`src/rtl/user_arb_pkg.sv`:
```
// Shared types and helpers for the user-side port arbiter.
// Holds the arbitration state encoding, the statistics counter width
// and the round-robin pointer advance rule.
package user_arb_pkg;

    typedef enum logic {
        ARB_IDLE  = 1'b0,
        ARB_GRANT = 1'b1
    } arb_state_t;

    localparam int STAT_BITS = 16;

    // Pointer moves to the requester just after the one released, wrapping at num_req.
    function automatic int rr_next(input int grant, input int num_req);
        return (grant + 1 >= num_req) ? 0 : grant + 1;
    endfunction

endpackage

```
`src/rtl/user_port_arbiter_rr_pick.sv`:
```
// Round-robin priority picker: first set request at or after rr_ptr, wrapping upward.
// Latency: purely combinational, zero cycles.
// Backpressure: none; the caller decides when the pick is consumed.
module rr_pick #(
    parameter int NUM_REQ  = 2,
    parameter int REQ_BITS = 4
) (
    input  logic [NUM_REQ-1:0]  req,
    input  logic [REQ_BITS-1:0] rr_ptr,
    output logic                found,
    output logic [REQ_BITS-1:0] index
);

    logic [NUM_REQ-1:0] req_rot;

    // Rotate so that bit 0 is the requester at rr_ptr, bit i the one i places above it.
    assign req_rot = NUM_REQ'({req, req} >> rr_ptr);

    // Lowest set bit of the rotated vector wins; walking downward lets it overwrite the rest.
    always_comb begin
        found = 1'b0;
        index = '0;
        for (int i = NUM_REQ - 1; i >= 0; i--) begin
            if (req_rot[i]) begin
                found = 1'b1;
                index = REQ_BITS'((int'(rr_ptr) + i) % NUM_REQ);
            end
        end
    end

endmodule

```
`src/rtl/user_port_arbiter.sv`:
```
// Round-robin burst arbiter merging NUM_REQ user streams onto one port; ARB_STATS_EN adds stat_words.
// Latency: one cycle from accepted requester word to dout/vld_out; one bubble cycle per grant.
// Backpressure: ack_req to the granted requester only while the output stage is empty or draining.
module user_port_arbiter
    import user_arb_pkg::*;
#(
    parameter int PAYLOAD_BITS = 32,
    parameter int NUM_REQ      = 2,
    parameter int REQ_BITS     = 4,
    parameter int BURST_LEN    = 16
) (
    input  logic                            clk_user,
    input  logic                            reset,
    input  logic [NUM_REQ*PAYLOAD_BITS-1:0] din_req,
    input  logic [NUM_REQ-1:0]              vld_req,
    output logic [NUM_REQ-1:0]              ack_req,
    output logic [PAYLOAD_BITS-1:0]         dout,
    output logic [REQ_BITS-1:0]             dout_src,
    output logic                            vld_out,
    input  logic                            ack_in
`ifdef ARB_STATS_EN
    ,
    output logic [NUM_REQ*STAT_BITS-1:0]    stat_words
`endif
);

    localparam int CNT_BITS = $clog2(BURST_LEN + 1);

    arb_state_t              state;
    arb_state_t              state_nxt;
    logic [REQ_BITS-1:0]     grant;
    logic [REQ_BITS-1:0]     rr_ptr;
    logic [REQ_BITS-1:0]     pick_idx;
    logic                    pick_found;
    logic [CNT_BITS-1:0]     burst_cnt;
    logic [PAYLOAD_BITS-1:0] out_data;
    logic [PAYLOAD_BITS-1:0] grant_dat;
    logic [REQ_BITS-1:0]     out_src;
    logic                    vld_out_r;
    logic                    out_free;
    logic                    grant_vld;
    logic                    accept;
    logic                    grant_done;
    logic [NUM_REQ-1:0]      grant_oh;

    rr_pick #(
        .NUM_REQ  (NUM_REQ),
        .REQ_BITS (REQ_BITS)
    ) u_pick (
        .req    (vld_req),
        .rr_ptr (rr_ptr),
        .found  (pick_found),
        .index  (pick_idx)
    );

    assign grant_oh  = NUM_REQ'(1) << grant;
    assign grant_vld = |(vld_req & grant_oh);
    // Stage can take a word when empty or when its current word leaves this cycle.
    assign out_free  = !vld_out_r || ack_in;

    // Select the granted requester's word from the flat input bus.
    always_comb begin
        grant_dat = '0;
        for (int i = 0; i < NUM_REQ; i++) begin
            if (grant == REQ_BITS'(i)) begin
                grant_dat = din_req[i*PAYLOAD_BITS +: PAYLOAD_BITS];
            end
        end
    end

    // Next state, requester acks and grant release.
    always_comb begin
        state_nxt  = state;
        ack_req    = '0;
        accept     = 1'b0;
        grant_done = 1'b0;
        case (state)
            ARB_IDLE: begin
                if (pick_found) begin
                    state_nxt = ARB_GRANT;
                end
            end
            ARB_GRANT: begin
                ack_req    = out_free ? grant_oh : '0;
                accept     = grant_vld && out_free;
                grant_done = !grant_vld ||
                             (accept && burst_cnt == CNT_BITS'(BURST_LEN - 1));
                if (grant_done) begin
                    state_nxt = ARB_IDLE;
                end
            end
            default: state_nxt = ARB_IDLE;
        endcase
    end

    // State register.
    always_ff @(posedge clk_user or negedge reset) begin
        if (!reset) begin
            state <= ARB_IDLE;
        end else begin
            state <= state_nxt;
        end
    end

    // Grant capture, burst length tracking and round-robin pointer advance.
    always_ff @(posedge clk_user or negedge reset) begin
        if (!reset) begin
            grant     <= '0;
            burst_cnt <= '0;
            rr_ptr    <= '0;
        end else if (state == ARB_IDLE) begin
            if (pick_found) begin
                grant     <= pick_idx;
                burst_cnt <= '0;
            end
        end else begin
            if (accept) begin
                burst_cnt <= burst_cnt + 1'b1;
            end
            if (grant_done) begin
                rr_ptr <= REQ_BITS'(rr_next(int'(grant), NUM_REQ));
            end
        end
    end

    // Registered output stage: load on accept, empty when drained without a refill.
    always_ff @(posedge clk_user or negedge reset) begin
        if (!reset) begin
            out_data  <= '0;
            out_src   <= '0;
            vld_out_r <= 1'b0;
        end else if (accept) begin
            out_data  <= grant_dat;
            out_src   <= grant;
            vld_out_r <= 1'b1;
        end else if (ack_in) begin
            vld_out_r <= 1'b0;
        end
    end

    assign dout     = out_data;
    assign dout_src = out_src;
    assign vld_out  = vld_out_r;

`ifdef ARB_STATS_EN
    logic [NUM_REQ-1:0][STAT_BITS-1:0] stat_cnt;

    // One saturating accepted-word counter per requester, cleared only by reset.
    always_ff @(posedge clk_user or negedge reset) begin
        if (!reset) begin
            stat_cnt <= '0;
        end else if (accept) begin
            for (int i = 0; i < NUM_REQ; i++) begin
                if (grant == REQ_BITS'(i) && stat_cnt[i] != {STAT_BITS{1'b1}}) begin
                    stat_cnt[i] <= stat_cnt[i] + 1'b1;
                end
            end
        end
    end

    assign stat_words = stat_cnt;
`endif

endmodule

```
`config.mk`:
```
export PLATFORM = sky130hd
export DESIGN_NAME = user_port_arbiter
export DESIGN_NICKNAME = d
export VERILOG_FILES = /design/src/rtl/user_arb_pkg.sv /design/src/rtl/user_port_arbiter_rr_pick.sv /design/src/rtl/user_port_arbiter.sv
export SDC_FILE = /design/constraint.sdc
export NUM_CORES = 1
export LEC_CHECK = 0
export ABC_AREA = 1
export CAP_MARGIN = 20
export CORE_MARGIN = 5
export CORE_UTILIZATION = 56
export CTS_CLUSTER_DIAMETER = 150
export CTS_CLUSTER_SIZE = 40
export DETAILED_ROUTE_END_ITERATION = 6
export DONT_BUFFER_PORTS = 1
export PLACE_DENSITY = 0.74
export SKIP_CTS_REPAIR_TIMING = 1
export SYNTH_ARGS = -nofsm -noshare
export SYNTH_HDL_FRONTEND = slang
export SYNTH_SLANG_ARGS = --single-unit
```
`constraint.sdc`:
```
create_clock -name clk_user -period 1.2 [get_ports clk_user]
set_input_delay 0.12 -clock clk_user [delete_from_list [all_inputs] [get_ports clk_user]]
set_output_delay 0.12 -clock clk_user [all_outputs]
set_load 0.03 [all_outputs]
```
# [Yosys cells after proc, flatten, opt, wreduce, memory -nomap -nowiden]
# Cells that the tools add are included.
[op_classes] addsub=3 order_cmp=1 eq_ne=3 shift=2 n_mux=19 bitwise=3 reduce_logical=13
[ops] cell="$mux 32" count=2
[ops] cell="$mux 5" count=3
[ops] cell="$mux 4" count=3
[ops] cell="$mux 1" count=8
[ops] cell="$reduce_and 2->1" count=3
[ops] cell="$add 4x1->5 const B" count=1
[ops] cell="$add 5x1->5 const B" count=1
[ops] cell="$eq 5x4->1 const B" count=1
[ops] cell="$ge 5x2->1 const B" count=1
[ops] cell="$eq 4x1->1 const B" count=1
[ops] cell="$logic_not 4->1" count=1
[ops] cell="$mux 2" count=2
[ops] cell="$reduce_bool 2->1" count=2
[ops] cell="$shl 1x4->2 const A" count=1
[ops] cell="$shr 4x4->2" count=1
[ops] cell="$and 2x2->2" count=1
[ops] cell="$logic_and 1x1->1" count=2
[ops] cell="$logic_not 1->1" count=2
[ops] cell="$logic_or 1x1->1" count=2
[ops] cell="$ne 2x1->1 const B" count=1
[ops] cell="$pmux 1 s2" count=1
[ops] cell="$reduce_or 2->1" count=1
[ops] cell="$add 1x1->1 const B" count=1
[ops] cell="$and 1x1->1 const A" count=1
[ops] cell="$not 1->1" count=1
[word_totals] regBits=51 in_bits=69 elab_cells=51

# [Longest topological paths before layout]
[depth] ltp_word=8 ltp_mapped=8 ltp_nobuf=8

# [By module]
# Synthesis repeated with hierarchy kept, for this count alone.
[hier_totals] cells_unflattened=374 area_unflattened_um2=2760.1
[modules_own_cells] module="user_port_arbiter" instances=1 cells_each=352 area_each_um2=2660.1 seq_area_each_um2=1276.2
[modules_own_cells] module="rr_pick" instances=1 cells_each=22 area_each_um2=100.1 seq_area_each_um2=0.0

# [Least setup slack after synthesis]
# OpenSTA, ideal clock, no wires.
[synth_timing] path_type="reg2out" from="reg vld_out_r (netlist: vld_out)" to="out ack_req[0]" arrival_ns=1.165 required_ns=1.080 slack_ns=-0.085 stages_incl_launch_ff=4 n_path_buf=0 cell_sequence="dfrtp_1 > a21oi_2 > inv_1 > nor2_1"
[synth_between] elab_chain_cells=4
[synth_lines] element="from (decl)" line="user_port_arbiter.sv:39" source="logic vld_out_r;"
[synth_lines] element="from (signal assigned)" line="user_port_arbiter.sv:131" source="vld_out_r <= 1'b0;"
[synth_lines] element="from (signal assigned)" line="user_port_arbiter.sv:135" source="vld_out_r <= 1'b1;"
[synth_lines] element="from (signal assigned)" line="user_port_arbiter.sv:137" source="vld_out_r <= 1'b0;"
[synth_lines] element="$logic_not 1->1" line="user_port_arbiter.sv:59" source="assign out_free = !vld_out_r || ack_in;"
[synth_lines] element="$logic_or 1x1->1" line="user_port_arbiter.sv:59"
[synth_lines] element="$mux 2" line="user_port_arbiter.sv:84" source="ack_req = out_free ? grant_oh : '0;"
[synth_lines] element="$mux 2" line="user_port_arbiter.sv:77" source="case (state)"
[synth_lines] element="to (decl)" line="user_port_arbiter.sv:16" source="output logic [NUM_REQ-1:0] ack_req,"
# No other way between the ends.

# [Worst setup path after layout]
[layout_timing] from="reg grant[0]" to="out ack_req[1]"
[layout_between] elab_chain_cells=3
[layout_lines] element="from (decl)" line="user_port_arbiter.sv:31" source="logic [REQ_BITS-1:0] grant;"
[layout_lines] element="from (signal assigned)" line="user_port_arbiter.sv:113" source="grant <= pick_idx;"
[layout_lines] element="$shl 1x4->2" line="user_port_arbiter.sv:56" source="assign grant_oh = NUM_REQ'(1) << grant;"
[layout_lines] element="$mux 2" line="user_port_arbiter.sv:84"
[layout_lines] element="$mux 2" line="user_port_arbiter.sv:77"
# No other way between the ends.

==> impl_results.rst <==
.. list-table::
   :header-rows: 1

   * - Metric
     - Value
   * - Result of the run
     - finished, violations left
   * - Violated checks
     - negative hold slack, negative setup slack
   * - Instance count of the mapped netlist
     - 248
   * - Worst setup slack before clock tree synthesis
     - -51.3 ps
   * - Port Buf Inserts
     - 0
   * - Worst vdd rail ir drop
     - 1.54 mV
   * - CTS HTree Levels
     - 2
   * - F_max
     - 752 MHz
   * - Worst setup skew after layout
     - 3.76 ps
   * - Drc violations
     - 0
   * - Hold_ws
     - -6.90 ps
   * - DRT antenna net count
     - 0
   * - Final WL
     - 5490 um
   * - CTS tree
     - built
   * - Average vias per placed instance
     - 5.49
   * - Setup slack of the critical path after layout
     - -129 ps
   * - FILL cells
     - around 270
   * - Sequential cell area fraction in the yosys report
     - 50.2%
   * - Congestion Overflow GR
     - 0
   * - Worst R2R Setup Slack
     - -130 ps
   * - Worst reg2reg path depth
     - 8
   * - Total negative slack
     - -3520 ps
   * - Number of buffers created by CTS
     - 5
   * - Arrival time at the worst endpoint
     - 1210 ps
   * - Pre-antenna DRT Iters
     - 4
   * - Clock edge transition at the registers on the reported setup and hold paths
     - 70 ps
   * - Setup repair after global routing missed its margin
     - true
   * - Startpoint types
     - register
   * - Count of cell types in the netlist
     - 20
   * - Number of DRC markers after the initial detailed-route iteration
     - 99
   * - Critical path peak fanout
     - 6
   * - Hold Violations, Final
     - 1
   * - Min cycle time layout
     - 1330 ps
   * - CTS max path bufs
     - 2
   * - Die Span X
     - 71.1 um
   * - Sum of net half-perimeters after detailed placement
     - 3500 um
   * - Pins over their slew limit
     - 0
   * - Number of nets in the layout
     - approximately 340
   * - Placed Area
     - around 2200 um^2
   * - Static leakage
     - roughly 1.2 nW
   * - Top library cells by usage in the layout, fill and taps aside
     - sky130_fd_sc_hd__nand2_1, sky130_fd_sc_hd__dfrtp_1, sky130_fd_sc_hd__or2_2, sky130_fd_sc_hd__o21ai_1, sky130_fd_sc_hd__o21ai_0
   * - Row cnt
     - 22
   * - Global-route wire length before repair
     - 7780 um
   * - Leading cell type in the layout, fill and taps excluded
     - sky130_fd_sc_hd__nand2_1
   * - Crit. End Element
     - output port
   * - Number of antenna violations at the first check in global routing
     - 0
   * - Final instance area
     - 2650 um^2
   * - Cells along the critical path
     - inv_4, buf_12, nor2_4, buf_6
   * - Routability-driven placement congestion ratio
     - 0.821
   * - Pwr Total
     - around 0.0084 W
   * - Slowest cell on the critical path
     - sky130_fd_sc_hd__dfrtp_2
   * - Skew-Pair Late Insertion Delay
     - 280 ps
   * - Launching instance or port of the critical path
     - grant[0]$_DFFE_PN0P_
   * - CP Data Required Time
     - 1080 ps
   * - Setup-failing EPs final
     - 42
   * - Number of vias in the routed layout
     - 1751
   * - Last element of the critical path
     - ack_req[1]
   * - Diodes inserted
     - 0
   * - Vias in the first global route
     - ~1700
   * - Wire length per cell after detailed routing
     - between 15 and 20 um
   * - Reg2reg end
     - burst_cnt[0]$_DFFE_PN0P_
   * - Final Non-Filler Cells
     - 319
   * - Sinks on Clock Net
     - 42
   * - Placed cell count
     - 299
   * - Yosys warning total
     - 0
   * - Startpoint of the lowest-slack register-to-register path
     - grant[0]$_DFFE_PN0P_
   * - Initial Util
     - 57.6%
   * - Area of the core region
     - between 3000 and 4000 um^2
   * - Syn Area/Cell
     - 8.44 um^2
   * - Largest net degree at the start of global routing
     - 43
   * - Worst min-delay path category
     - input pin to register
   * - WS Path Type
     - register to output port
   * - Num ports
     - 108
   * - Count of max-cap constraint violations
     - 0
   * - Synthesized flop and latch total
     - 42
   * - Overall global routing resource usage
     - 19.2%
   * - Total power per unit cell area
     - 3150 nW/um^2
   * - Clk Tree Root Cell
     - sky130_fd_sc_hd__clkbuf_8
   * - Area added between synthesis and finish
     - 26.5%
   * - Die Height
     - 71.1 um
   * - Layout cell share with drive strength beyond 1
     - 35.1%
   * - Stage delay of the slowest cell on the critical path
     - 510 ps
   * - Die Footprint
     - between 5000 and 6000 um^2
   * - Post-Synthesis Cell Area
     - 2090 um^2
   * - Final period utilization
     - 111%
## synth_stat cells
library cell | instances | area share (%)
sky130_fd_sc_hd__nand2_1 | 55 | 9.9
sky130_fd_sc_hd__o21ai_0 | 43 | 10
sky130_fd_sc_hd__dfrtp_1 | 42 | 50
sky130_fd_sc_hd__or2_2 | 32 | 9.6
sky130_fd_sc_hd__o21ai_1 | 25 | 6.0
sky130_fd_sc_hd__inv_1 | 9 | 1.6
sky130_fd_sc_hd__nand3_1 | 9 | 2.2
sky130_fd_sc_hd__clkbuf_1 | 6 | 1.1
sky130_fd_sc_hd__nor2_1 | 6 | 1.1
sky130_fd_sc_hd__buf_4 | 5 | 1.8
sky130_fd_sc_hd__buf_6 | 5 | 2.7
sky130_fd_sc_hd__ha_1 | 2 | 1.2
sky130_fd_sc_hd__nand2_2 | 2 | 0.60
sky130_fd_sc_hd__a21oi_2 | 1 | 0.42
sky130_fd_sc_hd__clkbuf_2 | 1 | 0.24
sky130_fd_sc_hd__conb_1 | 1 | 0.18
sky130_fd_sc_hd__inv_2 | 1 | 0.18
sky130_fd_sc_hd__nand4_1 | 1 | 0.30
sky130_fd_sc_hd__nor3_1 | 1 | 0.24
sky130_fd_sc_hd__nor3b_1 | 1 | 0.36
## through the flow
step / util (%) / hold WS, ps
after global routing: 72.9 / 5.58
after global placement: 60.6 / -175
after floorplan: - / -176
after detailed placement: 60.6 / -174
final: 72.9 / -6.90
after CTS: 63.6 / -487
## how the worst min path moves through the flow
stage / start / end / slack (ps) / cells after the start
finish: vld_req[1] / grant[0]$_DFFE_PN0P_ / -7 / 2
global route: vld_req[1] / grant[0]$_DFFE_PN0P_ / 6 / 2
CTS: reset / dout[2]$_DFFE_PN0P_ / -490 / 0
detailed placement: reset / dout[24]$_DFFE_PN0P_ / -170 / 0
global placement: reset / dout[23]$_DFFE_PN0P_ / -170 / 0
floorplan: reset / burst_cnt[0]$_DFFE_PN0P_ / -180 / 0
## where the power goes
group | switching (W) | total (W) | internal, W
clock network | 0.000440 | 0.00106 | 0.000622
logic | 0.00195 | 0.00369 | 0.00174
registers | 0.00153 | 0.00360 | 0.00207
## state kept, by name, indices dropped and copies added, names as in the netlist
name	count
dout	32
burst_cnt	5
dout_src	1
grant	1
rr_ptr	1
state	1
vld_out	1
## critical path, delay by kind of cell (launching register included)
| family | cells | cell delay, ps |
|---|---|---|
| flops | 1 | 510 |
| simple gates | 1 | 80 |
| buf+inv | 3 | 340 |
## metal layers
metal / vias to the layer above / part of all wire [%] / track usage (%)
li1: 853 / - / -
met2: 59 / 53 / 31.7
met1: 830 / 38 / 22.3
met3: 9 / 7.5 / 8.38
met4: 0 / 1.3 / 6.26
met5: - / 0 / 0
## layout make-up
cell class              instances  area, um^2  area share [%]
clock buffers                   7        76.3            2.88
clock inverters                 1        30.0            1.13
inverters                      10        40.0            1.51
multi-input cells             181        1000            37.8
flip-flops and latches         42        1050            39.8
well taps                      48        60.1            2.27
repair buffers                 30         387            14.6
## kinds of logic after synthesis
logic type | after synthesis | synth area share (%)
AO/OA/AOI/OAI | 69 | 16.7
adder cells (fa/ha/maj) | 2 | 1.20
buffers and inverters | 27 | 7.59
flip-flops | 42 | 50.2
other | 1 | 0.179
AND/OR/NAND/NOR | 107 | 24.1
No activity file was read; power rests on OpenSTA's default activity.
